### config.mk
export PLATFORM = sky130hd
export DESIGN_NAME = color_palette
export DESIGN_NICKNAME = d
export VERILOG_FILES = /design/src/rtl/color_palette_pkg.sv /design/src/rtl/color_palette_rotator.sv /design/src/rtl/color_palette.sv
export SDC_FILE = /design/constraint.sdc
export NUM_CORES = 1
export LEC_CHECK = 0
export ABC_CLOCK_PERIOD_IN_PS = 2300
export BUFFER_PORTS_ARGS = -buffer_cell sky130_fd_sc_hd__buf_2
export CAP_MARGIN = 25
export CORE_ASPECT_RATIO = 0.75
export CORE_UTILIZATION = 47
export DETAILED_ROUTE_END_ITERATION = 10
export GPL_TIMING_DRIVEN = 0
export PLACE_DENSITY = 0.86
export SYNTH_ARGS = -nofsm -noshare
export SYNTH_HDL_FRONTEND = slang
export SYNTH_SLANG_ARGS = --single-unit
### constraint.sdc
create_clock -name clk -period 2.3 [get_ports clk]
set_clock_uncertainty 0.05 [all_clocks]
set_input_delay 0.23 -clock clk [delete_from_list [all_inputs] [get_ports clk]]
set_output_delay 0.23 -clock clk [all_outputs]
set_load 0.02 [all_outputs]
### src/rtl/color_palette_pkg.sv
// Shared constants, state type and channel helpers for the colour palette.
package color_palette_pkg;

  localparam int unsigned TABLE_DEPTH = 16;

  // 16-step hue wheel at 0xCC saturation, {ch2, ch1, ch0} = {R, G, B}.
  localparam logic [23:0] DEFAULT_PALETTE [TABLE_DEPTH] = '{
    24'h00CC00, 24'h4CCC00, 24'h99CC00, 24'hCCB200,
    24'hCC6600, 24'hCC1900, 24'hCC0033, 24'hCC007F,
    24'hCC00CC, 24'h7F00CC, 24'h3300CC, 24'h0019CC,
    24'h0066CC, 24'h00B2CC, 24'h00CC99, 24'h00CC4C
  };

  typedef enum logic {
    RELOAD = 1'b0,
    IDLE   = 1'b1
  } palette_state_t;

  function automatic logic [7:0] table_channel(input int unsigned entry,
                                               input int unsigned addr_width,
                                               input int unsigned k);
    logic [3:0]  idx;
    logic [23:0] word;
    idx  = 4'((entry * TABLE_DEPTH) >> addr_width);
    word = DEFAULT_PALETTE[idx];
    return word[(k % 3) * 8 +: 8];
  endfunction

  // Callers zero-extend the channel, so a shift at or past its width yields 0.
  function automatic logic [31:0] dim_channel(input logic [31:0]   value,
                                              input int unsigned shift);
    return (shift >= 32) ? 32'd0 : (value >> shift);
  endfunction

endpackage

### src/rtl/color_palette_rotator.sv
// Palette rotation: a free-running period divider that steps the index offset.
module palette_rotator #(
  parameter int unsigned ADDR_WIDTH    = 4,
  parameter int unsigned ROT_DIV_WIDTH = 16
) (
  input  logic                     clk,
  input  logic                     reset,
  input  logic                     rot_en,
  input  logic [ROT_DIV_WIDTH-1:0] rot_div,
  output logic [ADDR_WIDTH-1:0]    rot_offset
);

  logic [ROT_DIV_WIDTH-1:0] divider_q, divider_d;
  logic [ADDR_WIDTH-1:0]    offset_q, offset_d;

  always_comb begin
    // NOTE: every signal assigned here gets a default first, so no path can infer a latch.
    divider_d = divider_q;
    offset_d  = offset_q;
    if (rot_en) begin
      if (divider_q == rot_div) begin
        divider_d = '0;
        offset_d  = offset_q + 1'b1;
      end else begin
        // A divider already past a shrunken rot_div wraps through zero.
        divider_d = divider_q + 1'b1;
      end
    end
  end

  always_ff @(posedge clk) begin
    // NOTE: flops use non-blocking assignment so all of them sample pre-edge values.
    if (reset) begin
      divider_q <= '0;
      offset_q  <= '0;
    end else begin
      divider_q <= divider_d;
      offset_q  <= offset_d;
    end
  end

  assign rot_offset = offset_q;

endmodule

### src/rtl/color_palette.sv
// Rotating, dimmable colour palette with a 2-stage read pipeline.
// COLOR_PALETTE_WRITE_EN selects a writable RAM reloaded from defaults; otherwise a constant ROM.
module color_palette
  import color_palette_pkg::*;
#(
  parameter int unsigned COLOR_WIDTH   = 8,
  parameter int unsigned CHANNELS      = 3,
  parameter int unsigned ADDR_WIDTH    = 4,
  parameter int unsigned DIM_WIDTH     = 2,
  parameter int unsigned ROT_DIV_WIDTH = 16
) (
  input  logic                            clk,
  input  logic                            reset,
  input  logic                            rd_req,
  input  logic [ADDR_WIDTH-1:0]           rd_addr,
  input  logic [DIM_WIDTH-1:0]            dimmer,
  output logic                            rd_valid,
  output logic [CHANNELS*COLOR_WIDTH-1:0] rd_data,
  input  logic                            wr_en,
  input  logic [ADDR_WIDTH-1:0]           wr_addr,
  input  logic [CHANNELS*COLOR_WIDTH-1:0] wr_data,
  input  logic                            rot_en,
  input  logic [ROT_DIV_WIDTH-1:0]        rot_div,
  output logic [ADDR_WIDTH-1:0]           rot_offset,
  output logic                            busy
);

  localparam int unsigned DATA_W = CHANNELS * COLOR_WIDTH;
  localparam int unsigned DEPTH  = 1 << ADDR_WIDTH;

  function automatic logic [DATA_W-1:0] default_entry(input int unsigned entry);
    logic [DATA_W-1:0] word;
    logic [31:0]       chan;
    word = '0;
    for (int unsigned k = 0; k < CHANNELS; k++) begin
      chan = {24'd0, table_channel(entry, ADDR_WIDTH, k)};
      // MSB-align the 8-bit table channel: zero-pad or drop LSBs.
      chan = (COLOR_WIDTH >= 8) ? (chan << (COLOR_WIDTH - 8)) : (chan >> (8 - COLOR_WIDTH));
      word[k*COLOR_WIDTH +: COLOR_WIDTH] = chan[COLOR_WIDTH-1:0];
    end
    return word;
  endfunction

  logic [DATA_W-1:0] default_mem [DEPTH];
  for (genvar i = 0; i < DEPTH; i++) begin : g_default
    assign default_mem[i] = default_entry(i);
  end

  palette_rotator #(
    .ADDR_WIDTH   (ADDR_WIDTH),
    .ROT_DIV_WIDTH(ROT_DIV_WIDTH)
  ) u_rotator (
    .clk       (clk),
    .reset     (reset),
    .rot_en    (rot_en),
    .rot_div   (rot_div),
    .rot_offset(rot_offset)
  );

  logic [ADDR_WIDTH-1:0] ea;
  logic [DATA_W-1:0]     rd_word;

  assign ea = rd_addr + rot_offset;

`ifdef COLOR_PALETTE_WRITE_EN
  palette_state_t        state_q, state_d;
  logic [ADDR_WIDTH-1:0] ptr_q, ptr_d;
  logic                  mem_we;
  logic [ADDR_WIDTH-1:0] mem_waddr;
  logic [DATA_W-1:0]     mem_wdata;
  logic [DATA_W-1:0]     ram [DEPTH];

  always_comb begin
    state_d   = state_q;
    ptr_d     = ptr_q;
    mem_we    = 1'b0;
    mem_waddr = wr_addr;
    mem_wdata = wr_data;
    if (state_q == RELOAD) begin
      mem_we    = 1'b1;
      mem_waddr = ptr_q;
      mem_wdata = default_mem[ptr_q];
      ptr_d     = ptr_q + 1'b1;
      if (ptr_q == ADDR_WIDTH'(DEPTH - 1)) state_d = IDLE;
    end else if (wr_en) begin
      mem_we = 1'b1;
    end
  end

  always_ff @(posedge clk) begin
    if (reset) begin
      state_q <= RELOAD;
      ptr_q   <= '0;
    end else begin
      state_q <= state_d;
      ptr_q   <= ptr_d;
    end
  end

  // NOTE: the palette array has no reset; the RELOAD sweep initialises every entry.
  always_ff @(posedge clk) begin
    if (mem_we) ram[mem_waddr] <= mem_wdata;
  end

  // Asynchronous read sampled at the same edge as a write gives read-first behaviour.
  assign rd_word = ram[ea];
  assign busy    = (state_q == RELOAD);
`else
  logic unused_wr;
  assign unused_wr = ^{wr_en, wr_addr, wr_data};
  assign rd_word   = default_mem[ea];
  assign busy      = 1'b0;
`endif

  logic                 s1_valid_q, s1_valid_d;
  logic [DATA_W-1:0]    s1_data_q, s1_data_d;
  logic [DIM_WIDTH-1:0] s1_dim_q, s1_dim_d;
  logic                 rd_valid_q, rd_valid_d;
  logic [DATA_W-1:0]    rd_data_q, rd_data_d;

  always_comb begin
    s1_valid_d = rd_req & ~busy;
    s1_data_d  = s1_data_q;
    s1_dim_d   = s1_dim_q;
    if (s1_valid_d) begin
      s1_data_d = rd_word;
      s1_dim_d  = dimmer;
    end
    rd_valid_d = s1_valid_q;
    rd_data_d  = rd_data_q;
    if (s1_valid_q) begin
      for (int unsigned k = 0; k < CHANNELS; k++) begin
        rd_data_d[k*COLOR_WIDTH +: COLOR_WIDTH] = COLOR_WIDTH'(
          dim_channel(32'(s1_data_q[k*COLOR_WIDTH +: COLOR_WIDTH]), 2 * 32'(s1_dim_q)));
      end
    end
  end

  always_ff @(posedge clk) begin
    if (reset) begin
      s1_valid_q <= 1'b0;
      s1_data_q  <= '0;
      s1_dim_q   <= '0;
      rd_valid_q <= 1'b0;
      rd_data_q  <= '0;
    end else begin
      s1_valid_q <= s1_valid_d;
      s1_data_q  <= s1_data_d;
      s1_dim_q   <= s1_dim_d;
      rd_valid_q <= rd_valid_d;
      rd_data_q  <= rd_data_d;
    end
  end

  assign rd_valid = rd_valid_q;
  assign rd_data  = rd_data_q;

endmodule

==> Flow_metrics.wiki, run 1 <==
{| class="wikitable"
! Metric !! Value
|-
| First-pass GRT wire length || roughly 12000 um
|-
| Overall power consumption || approximately 2.4 mW
|-
| Buffers on Ports || 52
|-
| Routed via count || 2800
|-
| Fraction of the yosys area taken by sequential cells || 40.0%
|-
| DP Wirelength || approximately 5500 um
|-
| Unrepaired setup endpoints after global routing || false
|-
| Layout-stage area growth over the synthesis result || 19.7%
|-
| Die height || 73.5 um
|-
| Maximum fanout along the worst path || 6
|-
| Worst rel slew slack || roughly 56%
|-
| Number of sinks on the clock net || 64
|-
| Peak ir drop on the vdd network || 0.278 mV
|-
| Reg-to-reg startpoint || u_rotator.rot_offset[0]
|-
| Layout Nets || between 400 and 500
|-
| Tmin final || roughly 2300 ps
|-
| Number of flip-flops and latches in the synthesized netlist || 64
|-
| CTS tree || yes
|-
| Kind of launch point of the worst setup path || flop
|-
| Max_cap viols || 0
|-
| Num ports || 85
|-
| Number of buffers inserted by hold repair at cts || 0
|-
| Total inserted antenna cells || 0
|-
| Hold-critical path depth || 3
|-
| WL final || 7480 um
|-
| Count of antenna-violating nets left after detailed routing || 0
|-
| Clock tree buffer depth || 2
|-
| CTS H-tree lvls || 3
|-
| Die Width || slightly below 100 um
|-
| Data arrival time of the worst path || 2430 ps
|-
| Most common cell after layout, fill and taps aside || dfxtp_1
|-
| Share of synthesized flip-flops with an asynchronous set or reset || 0%
|-
| Area inside the core boundary || 0.00644 mm2
|-
| Maximum clock frequency || between 400 and 500 MHz
|-
| Remaining Overflow, GRT || 0
|-
| R2R Path End || s1_data_q[14]
|-
| Number of antenna violations at the first check in global routing || 0
|-
| Average cell area after synthesis || 8.82 um2
|-
| Placed inst area || ~0.0036 mm2
|-
| Post-synth cell types || 47
|-
| Routability Congestion || 0.893
|-
| Class of the most critical setup path || reg2reg
|-
| Worst Hold Path EP || s1_dim_q[1]
|-
| Leakage power figure || approximately 1.6 nW
|-
| DR pass1 iterations || 4
|-
| Pre-CTS worst setup slack || -298 ps
|-
| Post-detailed-route wirelength per cell || 14.6 um
|-
| Register-to-register setup slack || 50 ps
|-
| Area of the mapped netlist || ~0.0032 mm2
|-
| Count of mapped cells out of synthesis || 363
|-
| Final count of negative-setup-slack endpoints || 0
|-
| Violation count after the first detailed-routing iteration || 134
|-
| Row Count || 25
|-
| Clock transition at the registers of the reported paths || around 70 ps
|-
| Total count of hold-check failures in the final report || 0
|-
| Hold Worst Slack || between 100 and 150 ps
|-
| Count of cells along the worst register-to-register path || 8
|-
| Type of the most critical hold path || in2reg
|-
| Number of nets in the synthesized netlist || roughly 430
|-
| CTS Root Buffer Type || clkbuf_8
|-
| PwrDens || around 630 mW/mm2
|-
| Pin count of the biggest net entering global routing || 11
|-
| Via count of the first global-routing pass || between 2000 and 3000
|-
| Run status || finished, final reports clean
|-
| Setup WS post-layout || approximately 46 ps
|-
| Vias per std cell || approximately 5.5
|-
| Worst setup path startpoint || u_rotator.rot_offset[0]
|-
| Layout cell share with drive strength beyond 1 || 22.0%
|-
| Latest clock arrival within the worst-skew pair || 340 ps
|-
| Initial cell density of the core || about half
|-
| Number of buffers inserted during clock tree synthesis || 9
|-
| Most frequently used flop master after synthesis || dfxtp_1
|-
| GRT Resource Usage Total || 21.9%
|-
| Number of remaining DRC errors || 0
|-
| Number of warning messages in the yosys log || 0
|-
| Top library cells by usage in the layout, fill and taps aside || 62 x dfxtp_1, 55 x nor2_1, 54 x buf_2
|-
| Worst hold path startpoint || dimmer[1]
|-
| Number of enable-type register cells in the synthesized netlist || 0
|-
| Final Instance Area || around 0.0038 mm2
|-
| Data required time at the worst endpoint || between 2000 and 2500 ps
|-
| Category of the worst setup path capture point || flop
|-
| Area of the die || ~0.0071 mm2
|-
| Slew @ Worst Pin || about 650 ps
|-
| Final-report max-slew violation count || 0
|-
| Ratio of final minimum period to clock period || about 100%
|}
## logic make-up (layout without fill, tap and decap cells)
family / Yosys count / count (layout) / synth area share (%)
and+or+nand+nor: 130 / 130 / 20.1
AOI/OAI and AO/OA: 66 / 66 / 13.5
DFF: 64 / 64 / 40.0
xor gates and xnor gates: 36 / 36 / 9.85
buffers and inverters: 32 / 100 / 4.42
muxes: 23 / 23 / 7.43
adders and majority gates: 11 / 11 / 4.53
other: 1 / 1 / 0.117
## cells in the mapped netlist (4+ instances only)
cell | count | area share (%)
a211oi_1 | 7 | 1.6
a21oi_1 | 27 | 4.2
a311oi_1 | 5 | 1.4
clkbuf_1 | 17 | 2.0
dfxtp_1 | 64 | 40
ha_1 | 10 | 3.9
inv_1 | 9 | 1.1
mux2_2 | 6 | 2.1
mux2i_1 | 17 | 5.3
nand2_1 | 15 | 1.8
nand2b_1 | 10 | 2.0
nand3_1 | 11 | 1.7
nand4_1 | 8 | 1.6
nor2_1 | 55 | 6.5
nor2b_1 | 15 | 2.9
nor4_1 | 4 | 0.78
o21ai_0 | 7 | 1.1
xnor2_1 | 10 | 2.7
xor2_1 | 26 | 7.1
## power breakdown
| part | leakage, nW | switching, mW | internal (mW) |
|---|---|---|---|
| Clock | 0.0989 | 0.421 | 0.519 |
| Combinational | 0.981 | 0.174 | 0.118 |
| Sequential | 0.522 | 0.0331 | 1.15 |
| Total | 1.60 | 0.628 | 1.78 |
## flip-flops by register name, summed over array words and instances (netlist names)
| signal | cells |
|---|---|
| rd_valid_d | 1 |
| s1_dim_q | 2 |
| u_rotator.divider_q | 16 |
| u_rotator.rot_offset | 4 |
| rd_valid | 1 |
| s1_data_q | 16 |
| rd_data | 24 |
## how the worst max path moves through the flow
stage                     cells after the start            end
after floorplan                               6   s1_data_q[8]
after global placement                        6   s1_data_q[8]
after detailed placement                      6   s1_data_q[8]
after global routing                          6   s1_data_q[8]
final                                         8  s1_data_q[14]
after CTS                                     6   s1_data_q[8]
## routing by layer
layer	GRT usage, %	share of wire [%]
met3	6.95	6.4
met1	26.9	45
met5	0	0
met2	37.2	48
met4	6.54	0.99
## per-stage QoR
stage	cells	TNS, ps	util [%]
floorplan	363	0	-
global route	512	0	59.5
finish	512	0	59.5
detailed placement	496	-945	55.3
CTS	512	0	59.0
global placement	496	-302	55.3
## final cells by class
class,instances,area (um2)
Fill cell,569,2610
Buffer,23,111
Sequential cell,64,1280
Inverter,9,33.8
Clock inverter,4,45.0
Clock buffer,11,141
Timing Repair Buffer,53,268
Tap cell,81,101
Multi-Input combinational cell,267,1850
## critical path, stage by stage, from the launching register on
cell	delay [ps]
dfxtp_2	360
ha_2	200
fa_2	620
inv_1	110
ha_1	270
nor2_1	150
a21oi_1	60
a32oi_1	210
o41ai_1	100
## what timing repair did
action                     4_1_cts  5_1_grt
pin swaps                        1        0
resized for setup                9        6
hold endpoints to repair         0        0
setup endpoints to repair       12        7
cloned                           0        0
buffers inserted                 1        0
No activity file was read; power rests on OpenSTA's default activity.
==> run 2, diff against run 1 <==
PLACE_DENSITY = 0.79   (was 0.86)
==> run 2 against run 1 <==
Register-to-register slack better by 30 ps. Critical path type unchanged. Largest cell class unchanged. Via count down 0.29%. Worst hold slack worse by 8.8 ps.
==> Flow_metrics.wiki, run 2 (synthesized netlist as in run 1, its figures left out) <==
{| class="wikitable"
! Metric !! Value
|-
| Total inserted antenna cells || 0 (unchanged)
|-
| Maximum fanout along the worst path || 6 (unchanged)
|-
| Final Instance Area || 0.00382 mm2 (-0.29%)
|-
| Remaining Overflow, GRT || 0 (unchanged)
|-
| Row Count || 25 (unchanged)
|-
| Buffers on Ports || 52 (unchanged)
|-
| Initial cell density of the core || 49.7% (unchanged)
|-
| Crit path cell chain || ha_2 -> fa_2 -> inv_1 -> ha_2 -> nor2_2 -> a21oi_1 -> a32oi_1 -> o41ai_1
|-
| Num ports || 85 (unchanged)
|-
| Vias per std cell || 5.46 (about the same)
|-
| Number of remaining DRC errors || 0 (unchanged)
|-
| Worst setup path startpoint || u_rotator.rot_offset[0]
|-
| Area of the die || 0.00715 mm2 (unchanged)
|-
| Number of buffers inserted during clock tree synthesis || 9 (unchanged)
|-
| Worst hold path startpoint || dimmer[0]
|-
| Max_cap viols || 0 (unchanged)
|-
| Hold Worst Slack || 97.2 ps (-8.80 ps)
|-
| Routed via count || 2792 (-0.29%)
|-
| Area of the multi-input gates || 0.00185 mm2 (+0.14%)
|-
| Part of the total power dissipated in combinational logic || 12.5% (+0.4 points)
|-
| Post-detailed-route wirelength per cell || 14.6 um (+0.16%)
|-
| Maximum clock frequency || 450 MHz (+1.4%)
|-
| Count of cells along the worst register-to-register path || 8 (unchanged)
|-
| Reg-to-reg startpoint || u_rotator.rot_offset[0]
|-
| Final core utilization || 59.3% (-0.17 points)
|-
| Clock transition at the registers of the reported paths || 70 ps (about the same)
|-
| Layout Nets || 493 (unchanged)
|-
| DR pass1 iterations || 5 (+1)
|-
| Die Width || 97.3 um (unchanged)
|-
| Most common cell after layout, fill and taps aside || dfxtp_1
|-
| First-pass GRT wire length || 12500 um (+2.7%)
|-
| Register-to-register setup slack || 80 ps (+30 ps)
|-
| Leakage power figure || 1.59 nW (-0.64%)
|-
| Max FFs per register || 24 (unchanged)
|-
| Violation count after the first detailed-routing iteration || 198 (+48%)
|-
| CTS tree || yes
|-
| Cell-internal power || 1.73 mW (-2.8%)
|-
| Placed inst area || 0.00356 mm2 (unchanged)
|-
| Slew @ Worst Pin || 617 ps (-33.4 ps)
|-
| CP dominant cell by count || ha_2
|-
| Type of the most critical hold path || in2reg
|-
| Final count of negative-setup-slack endpoints || 0 (unchanged)
|-
| Run status || finished, final reports clean
|-
| Area inside the core boundary || 0.00644 mm2 (unchanged)
|-
| Layout cell share with drive strength beyond 1 || 21.9% (-0.18 points)
|-
| Crit-path max cell delay || 600 ps (-20 ps)
|-
| Latest clock arrival within the worst-skew pair || 340 ps (about the same)
|-
| Top library cells by usage in the layout, fill and taps aside || 62 x dfxtp_1, 54 x buf_2, 54 x nor2_1
|-
| Pin count of the biggest net entering global routing || 11 (unchanged)
|-
| Switch share || 25.9% (-0.19 points)
|-
| Worst rel slew slack || 58.8% (+2.6 points)
|-
| Kind of launch point of the worst setup path || flop
|-
| Routability Congestion || 0.912 (+2.2%)
|-
| Via count of the first global-routing pass || 2669 (+1.6%)
|-
| Tmin final || 2220 ps (-30.4 ps)
|-
| CTS H-tree lvls || 3 (unchanged)
|-
| Class of the most critical setup path || reg2reg
|-
| WL final || 7480 um (about the same)
|-
| Final-layout fill cell count || 596 (+4.7%)
|-
| Net switching power figure || 0.605 mW (-3.7%)
|-
| Category of the worst setup path capture point || flop
|-
| Footprint of the flip-flops and latches || 0.00128 mm2 (unchanged)
|-
| Sequential share of power || 50.5% (+1.6 points)
|-
| Unrepaired setup endpoints after global routing || false
|-
| Clock group share of total power || 37.0% (-1.9 points)
|-
| Clock tree buffer depth || 2 (unchanged)
|-
| Total count of hold-check failures in the final report || 0 (unchanged)
|-
| Data arrival time of the worst path || 2390 ps (-40 ps)
|-
| DP Wirelength || 5360 um (-3.2%)
|-
| Final-report max-slew violation count || 0 (unchanged)
|-
| R2R Path End || s1_data_q[14]
|-
| CTS Root Buffer Type || clkbuf_8
|-
| Number of antenna violations at the first check in global routing || 0 (unchanged)
|-
| Peak ir drop on the vdd network || 0.387 mV (+39%)
|-
| Die height || 73.5 um (unchanged)
|-
| Slowest cell on crit path || fa_2
|-
| GRT Resource Usage Total || 22.5% (+0.68 points)
|-
| Crit path to || s1_data_q[14]
|-
| Hold-critical path depth || 3 (unchanged)
|-
| Count of antenna-violating nets left after detailed routing || 0 (unchanged)
|-
| Number of sinks on the clock net || 64 (unchanged)
|-
| Ratio of final minimum period to clock period || 96.7% (-1.3 points)
|-
| Layout-stage area growth over the synthesis result || 19.4%
|-
| PwrDens || 612 mW/mm2 (-2.7%)
|-
| Data required time at the worst endpoint || 2470 ps (about the same)
|}
[run 2: worst min path at each step]
stage                   to  slack (ps)
2_1_floorplan  s1_dim_q[0]         330
3_3_place_gp    rd_data[7]         400
3_5_place_dp   rd_data[14]         420
4_1_cts        s1_dim_q[1]          80
5_1_grt        s1_dim_q[1]         110
6_report       s1_dim_q[0]         100
[run 2: worst max-delay path: cells and delay by family (launching register included)]
kind,cells,cell delay (ps)
buffers and inverters,1,110
AO/OA/AOI/OAI,3,420
adder cells (fa/ha/maj),3,1040
AND/OR/NAND/NOR,1,130
flip-flops,1,350
[run 2: timing repair]
item	in CTS	in global routing
endpoints found under the setup margin	10	9
cloned	0	0
gates resized for setup	7	9
hold buffers	0	0
setup buffers	1	0
pin swaps	1	1
[run 2: cell type report]
| cell class | instances | area share (%) |
|---|---|---|
| Multi-Input combinational cell | 267 | 48.4 |
| Buffer | 23 | 2.91 |
| Clock buffer | 14 | 4.52 |
| Tap cell | 81 | 2.65 |
| Sequential cell | 64 | 33.6 |
| Inverter | 9 | 0.884 |
| Timing Repair Buffer | 53 | 7.01 |
[run 2: per-stage QoR]
stage / instances / TNS, ps / total power [mW] / setup slack [ps]
final: 511 / 0 / 2.34 / 76.8
after global routing: 511 / 0 / 2.45 / 9.18
after CTS: 511 / 0 / 2.35 / 2.08
after detailed placement: 496 / -810 / 1.48 / -266
after global placement: 496 / -425 / 1.48 / -218
after floorplan: 363 / 0 / 1.39 / 14.2
[run 2: per-layer routing]
| layer | GRT usage [%] | share of wire [%] | vias to the layer above |
|---|---|---|---|
| li1 | - | - | 1386 |
| met1 | 29.2 | 47 | 1301 |
| met2 | 36.5 | 45 | 92 |
| met3 | 6.66 | 6.2 | 13 |
| met4 | 7.52 | 1.9 | 0 |
| met5 | 0 | 0 | - |
[run 2: power groups by stage]
| stage | clock network [mW] | registers [mW] | logic (mW) |
|---|---|---|---|
| after floorplan | 0 | 1.21 | 0.178 |
| after global placement | 0 | 1.20 | 0.273 |
| after detailed placement | 0 | 1.20 | 0.277 |
| after CTS | 0.886 | 1.18 | 0.285 |
| after global routing | 0.940 | 1.18 | 0.320 |
| final | 0.866 | 1.18 | 0.292 |
==> run 3, diff against run 2 <==
SETUP_SLACK_MARGIN = 0.02   (was not set)
SYNTH_HIERARCHICAL = 1   (was not set)
==> run 3 against run 2 <==
Wire length grew 4.2%. Sequential share of layout area is essentially flat. Clock power grew 9.7%. Count of clock-buffer cells in the layout shrank 3. Critical endpoint is now s1_data_q[15]. Global-route usage is essentially flat. Core utilization is essentially flat. Worst hold slack lost 16 ps. Cell area is essentially flat. Flip-flop and latch count is the same. Synthesized cell count grew 0.28%. Critical path depth shrank 2. Area after synthesis shrank 0.20%.
==> Flow_metrics.wiki, run 3 <==
{| class="wikitable"
! Metric !! Value
|-
| Category of the worst setup path capture point || flop
|-
| Data arrival time of the worst path || 2440 ps (+50 ps)
|-
| CTS H-tree lvls || 3 (unchanged)
|-
| Num ports || 85 (unchanged)
|-
| Number of instances in the placed design || 498 (+0.40%)
|-
| Number of remaining DRC errors || 0 (unchanged)
|-
| Die height || 73.4 um (about the same)
|-
| Routability Congestion || 0.889 (-2.6%)
|-
| Area of the die || 0.00713 mm2 (-0.19%)
|-
| Fraction of the yosys area taken by sequential cells || 40.1% (+0.078 points)
|-
| DR pass1 iterations || 4 (-1)
|-
| Max FFs per register || 24 (unchanged)
|-
| Most frequent cells after synthesis || 64 x dfxtp_1, 53 x nor2_1, 26 x xor2_1
|-
| Top cell type by total area after synthesis || dfxtp_1
|-
| Met3 track utilization from global routing || 5.80% (-0.86 points)
|-
| Ratio of final minimum period to clock period || 97.2% (+0.58 points)
|-
| Number of enable-type register cells in the synthesized netlist || 0 (unchanged)
|-
| Layout cell share with drive strength beyond 1 || 22.2% (+0.31 points)
|-
| Vias per std cell || 5.66 (+3.6%)
|-
| CTS tree || yes
|-
| Leakage power figure || 1.57 nW (-1.2%)
|-
| Row Count || 25 (unchanged)
|-
| Non-filler cells, final || 514 (+0.59%)
|-
| GRT Resource Usage Total || 22.6% (about the same)
|-
| Unrepaired setup endpoints after global routing || true
|-
| Total inserted antenna cells || 0 (unchanged)
|-
| Final count of negative-setup-slack endpoints || 0 (unchanged)
|-
| Slew @ Worst Pin || 679 ps (+61.8 ps)
|-
| Slowest cell on crit path || fa_2
|-
| Crit path cell chain || ha_4 -> fa_2 -> inv_1 -> ha_2 -> or3_1 -> a311oi_2
|-
| Layout Nets || 495 (+0.41%)
|-
| Count of cells along the worst register-to-register path || 6 (-2)
|-
| Switch share || 26.6% (+0.74 points)
|-
| CTS Root Buffer Type || clkbuf_8
|-
| Pre-CTS worst setup slack || -94.0 ps (+172 ps)
|-
| Type of the most critical hold path || in2reg
|-
| Number of sinks on the clock net || 64 (unchanged)
|-
| Class of the most critical setup path || reg2reg
|-
| WL final || 7790 um (+4.2%)
|-
| Buffers on Ports || 53 (+1.9%)
|-
| Area inside the core boundary || 0.00644 mm2 (unchanged)
|-
| Run status || finished, final reports clean
|-
| Cell-internal power || 1.79 mW (+3.1%)
|-
| Sequential share of power || 48.6% (-1.9 points)
|-
| DP Wirelength || 5500 um (+2.8%)
|-
| Pin count of the biggest net entering global routing || 13 (+2)
|-
| Maximum clock frequency || 447 MHz (-0.60%)
|-
| Setup WS post-layout || 63.4 ps (-13.3 ps)
|-
| Part of the total power dissipated in combinational logic || 12.4% (about the same)
|-
| Layout-stage area growth over the synthesis result || 19.7%
|-
| Path length in cells of the critical path || 6 (-2)
|-
| Yosys top cell area share || 40.1% (+0.078 points)
|-
| Net switching power figure || 0.648 mW (+7.1%)
|-
| Post-detailed-route wirelength per cell || 15.2 um (+3.6%)
|-
| Tmin final || 2240 ps (+13.3 ps)
|-
| Clock transition at the registers of the reported paths || 70 ps (about the same)
|-
| Number of nets in the synthesized netlist || 430 (+0.23%)
|-
| Count of antenna-violating nets left after detailed routing || 0 (unchanged)
|-
| Remaining Overflow, GRT || 0 (unchanged)
|-
| Area of the mapped netlist || 0.00319 mm2 (-0.20%)
|-
| Number of antenna violations at the first check in global routing || 0 (unchanged)
|-
| Via count of the first global-routing pass || 2659 (-0.37%)
|-
| Die Width || 97.2 um (about the same)
|-
| Most frequently used flop master after synthesis || dfxtp_1
|-
| Data required time at the worst endpoint || 2510 ps (+40 ps)
|-
| Hold-critical path depth || 3 (unchanged)
|-
| Most common cell in the netlist || dfxtp_1
|-
| Latest clock arrival within the worst-skew pair || 350 ps (about the same)
|-
| Global routing usage on met1 || 30.0% (+0.77 points)
|-
| Number of warning messages in the yosys log || 6 (+6)
|-
| Global routing met2 resource utilization || 35.8% (-0.70 points)
|-
| Most common cell after layout, fill and taps aside || dfxtp_1
|-
| Max_cap viols || 0 (unchanged)
|-
| Clock tree buffer depth || 2 (unchanged)
|-
| Crit-path max cell delay || 580 ps (-20 ps)
|-
| Count of mapped cells out of synthesis || 364 (+0.28%)
|-
| Initial cell density of the core || 49.6% (-0.097 points)
|-
| Total count of hold-check failures in the final report || 0 (unchanged)
|-
| Maximum fanout along the worst path || 6 (unchanged)
|-
| Overall power consumption || 2.44 mW (+4.1%)
|-
| Violation count after the first detailed-routing iteration || 253 (+28%)
|-
| Routed via count || 2909 (+4.2%)
|-
| Number of buffers inserted by hold repair at cts || 0 (unchanged)
|-
| Number of flip-flops and latches in the synthesized netlist || 64 (unchanged)
|-
| Share of synthesized flip-flops with an asynchronous set or reset || 0% (unchanged)
|-
| Top library cells by usage in the layout, fill and taps aside || 63 x dfxtp_1, 55 x buf_2, 53 x nor2_1
|-
| PwrDens || 637 mW/mm2 (+4.0%)
|-
| Clock group share of total power || 39.0% (+2.0 points)
|-
| Worst rel slew slack || 54.4% (-4.4 points)
|-
| Kind of cell adding the most delay to the critical path || adder cells
|-
| Cells taking the most area after synthesis || dfxtp_1 40%, xor2_1 7.1%, nor2_1 6.2%, mux2i_1 5.0%, ha_1 3.9%
|-
| Peak ir drop on the vdd network || 0.355 mV (-8.4%)
|-
| Number of buffers inserted during clock tree synthesis || 9 (unchanged)
|-
| Kind of launch point of the worst setup path || flop
|-
| First-pass GRT wire length || 12600 um (+1.2%)
|-
| Buffers & Inverters on Critical Path || 1 (unchanged)
|-
| Final-report max-slew violation count || 0 (unchanged)
|-
| Post-synth cell types || 50 (+6.4%)
|-
| Busiest metal layer after global routing || met2
|-
| Average cell area after synthesis || 8.78 um2 (-0.47%)
|}
run 3: cell types whose count changed after synthesis, sizes merged, moves of 3 or more:
cell,change
a211oi,-3
a21oi,-3
and3,+3
inv,-3
nand2b,+4
nand3,+5
nand4,-3
nor2b,-3
nor3,+4
o211ai,+3
o21ai,+3
or3,+3
run 3: path summary, 6_finish.rpt:
kind,end,slack [ps],from
worst max register to register,s1_data_q[15],60,u_rotator/rot_offset[0]
worst min register to register,rd_data[14],420,rd_data[14]
worst max-delay path,s1_data_q[15],60,u_rotator/rot_offset[0]
worst min-delay path,s1_dim_q[0],80,dimmer[0]
run 3: area by class of cell:
class | instances | area [um2]
plain buffers | 21 | 93.8
clock buffers | 11 | 141
clock inverters | 4 | 45.0
fillers | 567 | 2620
inverters | 6 | 22.5
multi-input cells | 273 | 1860
flip-flops and latches | 64 | 1280
well taps | 81 | 101
repair buffers | 54 | 273
run 3: worst register-to-register path: cells and delay by family (launching register included):
kind | cells | cell delay [ps]
buf+inv | 1 | 90
compound gates | 1 | 270
flops | 1 | 370
simple gates | 1 | 390
fa+ha+maj | 3 | 990
run 3: per-stage QoR:
step / utilization, % / hold WS (ps) / cell area, um2 / setup TNS [ps]
floorplan: - / 242 / 3200 / 0
global placement: 55.3 / 406 / 3560 / -32.2
detailed placement: 55.3 / 408 / 3560 / -94.0
CTS: 58.4 / 83.9 / 3760 / 0
global route: 59.3 / 99.2 / 3820 / 0
finish: 59.3 / 81.7 / 3820 / 0
run 3: logic make-up after synthesis:
family | Yosys count | synth area share, %
multiplexers | 20 | 6.42
flip-flops | 64 | 40.1
adder cells (fa/ha/maj) | 11 | 4.54
AO/OA/AOI/OAI | 65 | 13.2
buffers and inverters | 27 | 3.60
AND/OR/NAND/NOR | 142 | 22.6
XOR/XNOR | 34 | 9.32
other | 1 | 0.117
run 3: what timing repair did:
item | 4_1_cts | 5_1_grt
gates resized for setup | 3 | 10
buffers inserted | 1 | 0
pin swaps | 1 | 1
setup endpoints to repair | 2 | 7
run 3: routing by layer:
layer  part of all wire (%)  vias up
li1                       -     1402
met1                     46     1358
met2                     44      128
met3                    7.8       21
met4                    2.0        0
met5                      0        -
run 3: power groups by stage:
stage	clock (mW)	sequential (mW)	combinational, mW
2_1_floorplan	0	1.22	0.178
3_3_place_gp	0	1.21	0.277
3_5_place_dp	0	1.21	0.285
4_1_cts	0.955	1.18	0.289
5_1_grt	1.01	1.19	0.329
6_report	0.950	1.18	0.302
